File: src/rtl/lvds_link_pkg.sv
// rtl/lvds_link_pkg.sv - shared LVDS link framing constants and scheduler state encoding
// Used by both the TX frame scheduler and the receiver-side deframer.
package lvds_link_pkg;

  localparam int         N_CH     = 2;
  localparam logic [7:0] COMMA_8B = 8'hBC;
  localparam logic [7:0] HDR_SYNC = 8'hEE;
  localparam logic [7:0] TAG_BASE = 8'h33;
  localparam logic [7:0] PAD_BYTE = 8'h00;

  typedef enum logic [2:0] {
    ST_IDLE,
    ST_HDR0,
    ST_HDR1,
    ST_LEN,
    ST_PAYLOAD
  } state_t;

endpackage

File: src/rtl/rr_arb2.sv
// rtl/rr_arb2.sv - two-requester round-robin arbiter with last-served pointer
// The pointer moves only when the caller commits a grant via take.
module rr_arb2 (
  input  logic       clk,
  input  logic       rst_n,
  input  logic [1:0] req,
  input  logic       take,
  output logic [1:0] gnt
);

  logic last_one;  // 1 when channel 1 was served last; reset value favours channel 0

  always_comb begin
    gnt = 2'b00;
    if (req[0] && (!req[1] || last_one)) begin
      gnt = 2'b01;
    end else if (req[1]) begin
      gnt = 2'b10;
    end
  end

  always_ff @(posedge clk or negedge rst_n) begin
    if (!rst_n) begin
      last_one <= 1'b1;
    end else if (take) begin
      last_one <= gnt[1];
    end
  end

endmodule

File: src/rtl/lvds_tx_frame_sched.sv
// rtl/lvds_tx_frame_sched.sv - two-channel frame scheduler feeding the 8b/10b encoder
// Each output symbol is registered on the edge that leaves the state producing it.
module lvds_tx_frame_sched #(
  parameter logic [7:0] IDLE_GAP = 8'd16,
  parameter logic [7:0] HDR_SYNC = lvds_link_pkg::HDR_SYNC,
  parameter logic [7:0] TAG_BASE = lvds_link_pkg::TAG_BASE,
  parameter logic [7:0] PAD_BYTE = lvds_link_pkg::PAD_BYTE,
  parameter logic [7:0] COMMA_8B = lvds_link_pkg::COMMA_8B
) (
  input  logic       clk,
  input  logic       rst_n,
  input  logic       link_en,
  input  logic [1:0] req,
  input  logic [7:0] len0,
  input  logic [7:0] len1,
  input  logic [7:0] s_data0,
  input  logic [7:0] s_data1,
  input  logic [1:0] s_valid,
  output logic [1:0] s_ready,
  output logic [1:0] grant,
  output logic [1:0] frame_done,
  output logic       underrun,
  output logic [7:0] tx_data,
  output logic       tx_k,
  output logic       busy
);

  import lvds_link_pkg::*;

  state_t     state, state_n;
  logic [7:0] rem, rem_n;
  logic [7:0] gap, gap_n;
  logic [7:0] tx_data_n;
  logic       tx_k_n, underrun_n, arb_take, beat_ok;
  logic [1:0] grant_n, frame_done_n, arb_gnt;

  rr_arb2 u_arb (
    .clk   (clk),
    .rst_n (rst_n),
    .req   (req),
    .take  (arb_take),
    .gnt   (arb_gnt)
  );

  assign s_ready = (state == ST_PAYLOAD && rem != 8'd0) ? grant : 2'b00;
  assign beat_ok = |(s_valid & s_ready);

  always_comb begin
    state_n      = state;
    rem_n        = rem;
    gap_n        = gap;
    grant_n      = grant;
    tx_data_n    = COMMA_8B;
    tx_k_n       = 1'b1;
    frame_done_n = 2'b00;
    underrun_n   = 1'b0;
    arb_take     = 1'b0;
    case (state)
      ST_IDLE: begin
        grant_n = 2'b00;
        if (gap != IDLE_GAP) gap_n = gap + 8'd1;
        // The comma registered on the grant edge itself is the last one of the gap.
        if (link_en && (|req) && gap >= IDLE_GAP - 8'd1) begin
          arb_take = 1'b1;
          grant_n  = arb_gnt;
          rem_n    = arb_gnt[1] ? len1 : len0;
          state_n  = ST_HDR0;
        end
      end
      ST_HDR0: begin
        tx_data_n = HDR_SYNC;
        tx_k_n    = 1'b0;
        state_n   = ST_HDR1;
      end
      ST_HDR1: begin
        tx_data_n = TAG_BASE + {7'd0, grant[1]};
        tx_k_n    = 1'b0;
        state_n   = ST_LEN;
      end
      ST_LEN: begin
        tx_data_n = rem;
        tx_k_n    = 1'b0;
        if (rem == 8'd0) begin
          frame_done_n = grant;
          gap_n        = 8'd0;
          state_n      = ST_IDLE;
        end else begin
          state_n = ST_PAYLOAD;
        end
      end
      ST_PAYLOAD: begin
        tx_k_n     = 1'b0;
        tx_data_n  = beat_ok ? (grant[1] ? s_data1 : s_data0) : PAD_BYTE;
        underrun_n = !beat_ok;
        rem_n      = rem - 8'd1;
        if (rem == 8'd1) begin
          frame_done_n = grant;
          gap_n        = 8'd0;
          state_n      = ST_IDLE;
        end
      end
      default: state_n = ST_IDLE;
    endcase
  end

  always_ff @(posedge clk or negedge rst_n) begin
    if (!rst_n) begin
      state      <= ST_IDLE;
      rem        <= 8'd0;
      gap        <= 8'd0;
      grant      <= 2'b00;
      tx_data    <= COMMA_8B;
      tx_k       <= 1'b1;
      frame_done <= 2'b00;
      underrun   <= 1'b0;
      busy       <= 1'b0;
    end else begin
      state      <= state_n;
      rem        <= rem_n;
      gap        <= gap_n;
      grant      <= grant_n;
      tx_data    <= tx_data_n;
      tx_k       <= tx_k_n;
      frame_done <= frame_done_n;
      underrun   <= underrun_n;
      busy       <= (state_n != ST_IDLE);
    end
  end

endmodule

File: config.mk
export PLATFORM = sky130hd
export DESIGN_NAME = lvds_tx_frame_sched
export DESIGN_NICKNAME = d
export VERILOG_FILES = /design/src/rtl/lvds_link_pkg.sv /design/src/rtl/rr_arb2.sv /design/src/rtl/lvds_tx_frame_sched.sv
export SDC_FILE = /design/constraint.sdc
export NUM_CORES = 1
export LEC_CHECK = 0
export BUFFER_PORTS_ARGS = -buffer_cell sky130_fd_sc_hd__buf_2
export CAP_MARGIN = 30
export CORE_ASPECT_RATIO = 0.5
export CORE_MARGIN = 2
export CORE_UTILIZATION = 35
export CTS_BUF_LIST = sky130_fd_sc_hd__clkbuf_8
export CTS_CLUSTER_DIAMETER = 150
export DETAILED_ROUTE_END_ITERATION = 12
export PLACE_DENSITY = 0.54
export SYNTH_ARGS = -nofsm -noshare
export SYNTH_HDL_FRONTEND = slang
export SYNTH_SLANG_ARGS = --single-unit
File: constraint.sdc
create_clock -name clk -period 4.7 [get_ports clk]
set_input_delay 0.94 -clock clk [delete_from_list [all_inputs] [get_ports clk]]
set_output_delay 0.94 -clock clk [all_outputs]
set_load 0.01 [all_outputs]
After elaboration in Yosys (flattened, before gate mapping)

Index checks and enable logic that the tools add are counted.

Flip-flop bits (word level): 35
Logic and storage cells: 68

Multiplexer cells: 25
Bitwise logic cells: 1
Reduce and logical (&&, ||, !) cells: 18
Order comparisons: 1
Eq/ne operators: 10
Add/subtract/negate cells: 3

Operator list:

| operator                                                                             | count |
|---|---|
| 8-bit 2-to-1 mux                                                                     | 7 |
| 8-bit case mux with 4 select lines                                                   | 1 |
| 8-bit case mux with 3 select lines                                                   | 1 |
| 8-bit case mux with 2 select lines                                                   | 1 |
| 3-bit case mux with 5 select lines                                                   | 1 |
| 2-bit 2-to-1 mux                                                                     | 6 |
| 3-bit 2-to-1 mux                                                                     | 3 |
| 8-bit by 1-bit adder with 8-bit output (second input constant)                       | 1 |
| 8-bit by 1-bit equality test with 1-bit output (second input constant)               | 1 |
| 8-bit by 4-bit greater-or-equal comparator with 1-bit output (second input constant) | 1 |
| 8-bit zero test                                                                      | 1 |
| 8-bit by 5-bit inequality test with 1-bit output (second input constant)             | 1 |
| 8-bit nonzero test                                                                   | 1 |
| 8-bit by 1-bit subtractor with 8-bit output (second input constant)                  | 1 |
| 6-bit by 1-bit adder with 7-bit output (first input constant)                        | 1 |
| 3-bit by 2-bit equality test with 1-bit output (second input constant)               | 2 |
| 2-bit inequality test (second input constant)                                        | 3 |
| 3-bit nonzero test                                                                   | 2 |
| 1-bit logical AND                                                                    | 4 |
| 1-bit 2-to-1 mux                                                                     | 4 |
| 2-bit case mux with 2 select lines                                                   | 1 |
| 4-bit AND reduction                                                                  | 1 |
| 2-bit OR reduction                                                                   | 2 |
| 4-bit OR reduction                                                                   | 1 |
| other kinds (9)                                                                      | 10 |

Depth between registers and ports, before layout

Depth after elaboration: 7
Gate-level depth with buffers: 6
Depth with buffers taken out: 6

Hierarchy

From an unflattened synthesis, not the netlist that was laid out.

Cell total of the unflattened synthesis: 198
Area total of the unflattened synthesis: 1979.4 um^2

By module, submodules not included:

| module              | seq. area each (um^2) | area each (um^2) | times used | cells an instance |
|---|---|---|---|---|
| lvds_tx_frame_sched | 858.3                 | 1915.6           | 1          | 193 |
| rr_arb2             | 26.3                  | 63.8             | 1          | 5 |

Worst setup path after synthesis

No wires, ideal clock.

Kind: input -> register
Start: input port req[1]
End: register rem[1]
Buffers on the path: 1
Data arrival time: 2.047 ns
Slack: 2.519 ns
Cell stages on the path: 5
Cells stage by stage: a21boi_0 > buf_1 > mux2_2 > mux2i_1 > mux2i_1

Word-level cells in the longest chain between the ends: 7

Ends and longest elaborated chain:

| item                               | RTL line                   | RTL |
|---|---|---|
| start, declared                    | lvds_tx_frame_sched.sv:13  | `input logic [1:0] req,` |
| 1-bit zero test                    | rr_arb2.sv:15              | `if (req[0] && (!req[1] \|\| last_one)) begin` |
| 1-bit logical OR                   | rr_arb2.sv:15              |  |
| 1-bit logical AND                  | rr_arb2.sv:15              |  |
| 2-bit 2-to-1 mux                   | rr_arb2.sv:15              |  |
| 8-bit 2-to-1 mux                   | lvds_tx_frame_sched.sv:66  | `rem_n = arb_gnt[1] ? len1 : len0;` |
| 8-bit 2-to-1 mux                   | lvds_tx_frame_sched.sv:63  | `if (link_en && (\|req) && gap >= IDLE_GAP - 8'd1) begin` |
| 8-bit case mux with 2 select lines | lvds_tx_frame_sched.sv:58  | `case (state)` |
| end signal, assigned               | lvds_tx_frame_sched.sv:119 | `rem <= rem_n;` |
| end, declared                      | lvds_tx_frame_sched.sv:31  | `logic [7:0] rem, rem_n;` |

Several ways; a longest one is shown, not always the timed one. The select of a mux whose other input is x is not followed.
A chain may end at the register's enable or synchronous reset.

Final worst setup path

Start: register state[0]
End: output port s_ready[0]

Word-level cells in the longest chain between the ends: 3

Ends and longest elaborated chain:

| item                   | RTL line                   | RTL |
|---|---|---|
| start, declared        | lvds_tx_frame_sched.sv:30  | `state_t state, state_n;` |
| start signal, assigned | lvds_tx_frame_sched.sv:118 | `state <= state_n;` |
| 3-bit equality test    | lvds_tx_frame_sched.sv:45  | `assign s_ready = (state == ST_PAYLOAD && rem != 8'd0) ? grant : 2'b00;` |
| 1-bit logical AND      | lvds_tx_frame_sched.sv:45  |  |
| 2-bit 2-to-1 mux       | lvds_tx_frame_sched.sv:45  |  |
| end, declared          | lvds_tx_frame_sched.sv:19  | `output logic [1:0] s_ready,` |

No other way between the ends.

==> impl_results.md <==
* CTS Sinks at 35
* Reg-to-reg setup timing slack at 2.32 ns
* First-pass GRT wire length at 8460 um
* Post-Synthesis Net Count at 246
* Vias/cell at 5.39
* Area Overhead vs Synth at 20.8%
* Pin count of the biggest net entering global routing at 36
* GRT Overall Usage at 16.5%
* Max_cap viols at 0
* Unrepaired setup endpoints after global routing: false
* Pre-antenna DRT Iters at 4
* Seq cells post-synth at 35
* Worst Path Required at 3.76 ns
* Worst setup startpoint: state[0]
* Die Area at roughly 6600 um^2
* Setup crit end kind: output pin
* Fill count at 554
* Initial core utilization at 36.9%
* ANT nets after route at 0
* Combinational power share at 7.8%
* FP Rows at 19
* Top-area cell type share of the netlist area at 34.0%
* Clk pwr share at 40.2%
* Final setup TNS at 0 ns
* Critical Path Fanout Max at 18
* Max-slew violations at 0
* Cells along the critical path: nor3b_2, and3_1, buf_2
* Drt drc at 0
* Vias in the first global route at 1746
* Post CTS Setup Buffer Count at 0
* Switching power at roughly 130 uW
* CP Depth at 3
* Drt initial violations at 63
* Vias at 1774
* PD cells at between 200 and 250 nW/um^2
* Period utilisation layout at between 60% and 70%
* Max Clk Rate at 330 MHz
* Status: finished clean
* Kind of critical path: reg -> out
* Max incr delay on CP at 0.82 ns
* Syn Area/Cell at 10.2 um^2
* CP max-delay cell: nor3b_2
* Register area share after synthesis at between 40% and 50%
* Drt wl/cell at 15.1 um
* Die height at about 58 um
* Peak VDD IR at 0.000111 V
* CTS tree: built
* Clk root buf: clkbuf_8
* Synth Instances at 202
* Setup-failing EPs final at 0
* Synth cell types at between 50 and 60
* R2R Path Start: state[0]
* Leakage power total at approximately 0.0012 uW
* Core area at 5590 um^2
* Gp weighted congestion at 0.845
* Ys Warns at 0
* Top_reg_cell synth: dfrtp_1
* # IOs at 56
* Die width at roughly 110 um
* Post-synth top area cell: dfrtp_1
* Final net count at 299
* Post-DP HPWL at 3690 um
* Relative slew slack at between 30% and 40%
* Cts-stage hold buffer count at 0
* Number of CTS-inserted buffers at 5
* Longest Clk Path Bufs at 2
* Initial antenna violation count at 0
* CTS resizes at 0
* Number of flops mapped to enable cells by yosys at 0
* Switching share of power at approximately 22%
* Final total power at 597 uW
* Diode count at 0
* Worst Setup EP: s_ready[0]
* Final Critical Period at 3.03 ns
* Worst hold path class: reg -> reg
* Final wirelength at 4970 um
* Critical R2R Capture: rem[7]
* R2R depth at 4
* CP arrival at approximately 2.1 ns
* Measured slew at the worst slew-check pin at between 0.9 and 1 ns
* Clock Skews at around 0.0063 ns
* Hold Vio Cnt, Final at 0
* Synth Cell Area at 2060 um^2
* Clk pin slew, worst setup/hold paths at 0.07 ns
* Htree depth at 2
* Final Core Density at 44.6%
* Async set-reset flop share out of synthesis at 100%
* Share of cells above drive strength 1 at 32.0%
* Sequential Power Share at 52.0%
* Skew-Pair Late Insertion Delay at between 0.2 and 0.3 ns
* Family with the most delay on the worst path: simple AND/OR/NAND/NOR gates
* Worst setup SP type: flop
* Internal power at 464 uW
* Top post-synthesis cells by area: dfrtp_1, mux2i_1, dfstp_2
* # port buffers at 55
* GRT Residual Overflow at 0
* Crit path buf inv count at 1
-- metal layers --
layer,share of wire [%],GRT usage [%],wire [um]
met5,0,0,0
met1,49,22.1,2440
met4,1.8,6.62,89
met2,45,26.2,2230
met3,4.1,3.87,204
-- state kept, by name, indices dropped and copies added, names as in the netlist, 2 cells and up --
signal / count
frame_done: 2
gap: 8
grant: 2
rem: 8
state: 3
tx_data: 8
-- worst min path at each step --
stage / start / end / depth (start not counted)
6_report: u_arb.last_one / u_arb.last_one / 2
2_1_floorplan: u_arb.last_one / u_arb.last_one / 2
4_1_cts: u_arb.last_one / u_arb.last_one / 2
3_3_place_gp: u_arb.last_one / u_arb.last_one / 2
3_5_place_dp: u_arb.last_one / u_arb.last_one / 2
5_1_grt: u_arb.last_one / u_arb.last_one / 2
-- power groups by stage --
stage          Clock (uW)  Sequential (uW)  Combinational [uW]
2_1_floorplan           0              318                15.4
3_3_place_gp            0              316                46.5
3_5_place_dp            0              316                47.3
4_1_cts               248              310                47.4
5_1_grt               265              311                52.8
6_report              240              310                46.8
-- synthesized netlist by cell type (all sizes together), types with 2 or more instances --
library cell,n
a211o,2
clkbuf,2
a21oi,8
a211oi,2
mux2i,23
nand2b,8
nand4,4
a2111oi,6
o211ai,2
o311ai,2
nand2,12
buf,8
ha,5
or3,3
nor3,3
a31o,4
a31oi,2
nor2,8
nand3,7
and3,3
o21ai,9
a21boi,2
dfrtp,28
inv,10
dfstp,7
or4,2
o22ai,11
nor4,2
-- area by class of cell --
type | instances | area (um^2) | area share [%]
multi-input combinational | 147 | 1090 | 43.9
sequential | 35 | 885 | 35.5
timing repair buffer | 56 | 283 | 11.4
clock buffer | 7 | 96.3 | 3.87
tap | 73 | 91.3 | 3.67
inverter | 10 | 37.5 | 1.51
clock inverter | 1 | 3.75 | 0.151
-- logic make-up after synthesis --
family          synth area share, %
simple gates                   18.2
compound gates                 19.7
flops                          42.9
mux                            11.7
buf+inv                        4.01
fa+ha+maj                      3.04
xor+xnor                      0.425
-- tightest hold or removal path: stages (launching register included) --
cell and delay [ns]:
dfstp_2 0.38, nand2_1 0.05, nand2_1 0.05
-- cells in the final DEF (no fill, tap or decap), drive strengths merged, types with 3 or more instances in the layout --
| cell | netlist | routed |
|---|---|---|
| nor2 | 8 | 8 |
| clkbuf | 2 | 7 |
| nand2b | 8 | 8 |
| nand2 | 12 | 12 |
| nor3 | 3 | 3 |
| mux2i | 23 | 23 |
| nand3 | 7 | 7 |
| or3 | 3 | 3 |
| o22ai | 11 | 11 |
| a2111oi | 6 | 6 |
| buf | 8 | 56 |
| inv | 10 | 11 |
| o21ai | 9 | 9 |
| a21oi | 8 | 8 |
| and3 | 3 | 3 |
| ha | 5 | 5 |
| dfrtp | 28 | 28 |
| nand4 | 4 | 4 |
| dfstp | 7 | 7 |
| a31o | 4 | 4 |
-- per-stage QoR --
stage	setup WS, ns	area (um^2)	std cells	hold WS [ns]
global route	1.48	2490	329	0.532
CTS	1.70	2480	328	0.487
finish	1.67	2490	329	0.481
floorplan	2.52	2060	202	0.442
global placement	2.06	2380	320	0.454
detailed placement	2.02	2380	320	0.474
Power figures use the tool's default switching activity.
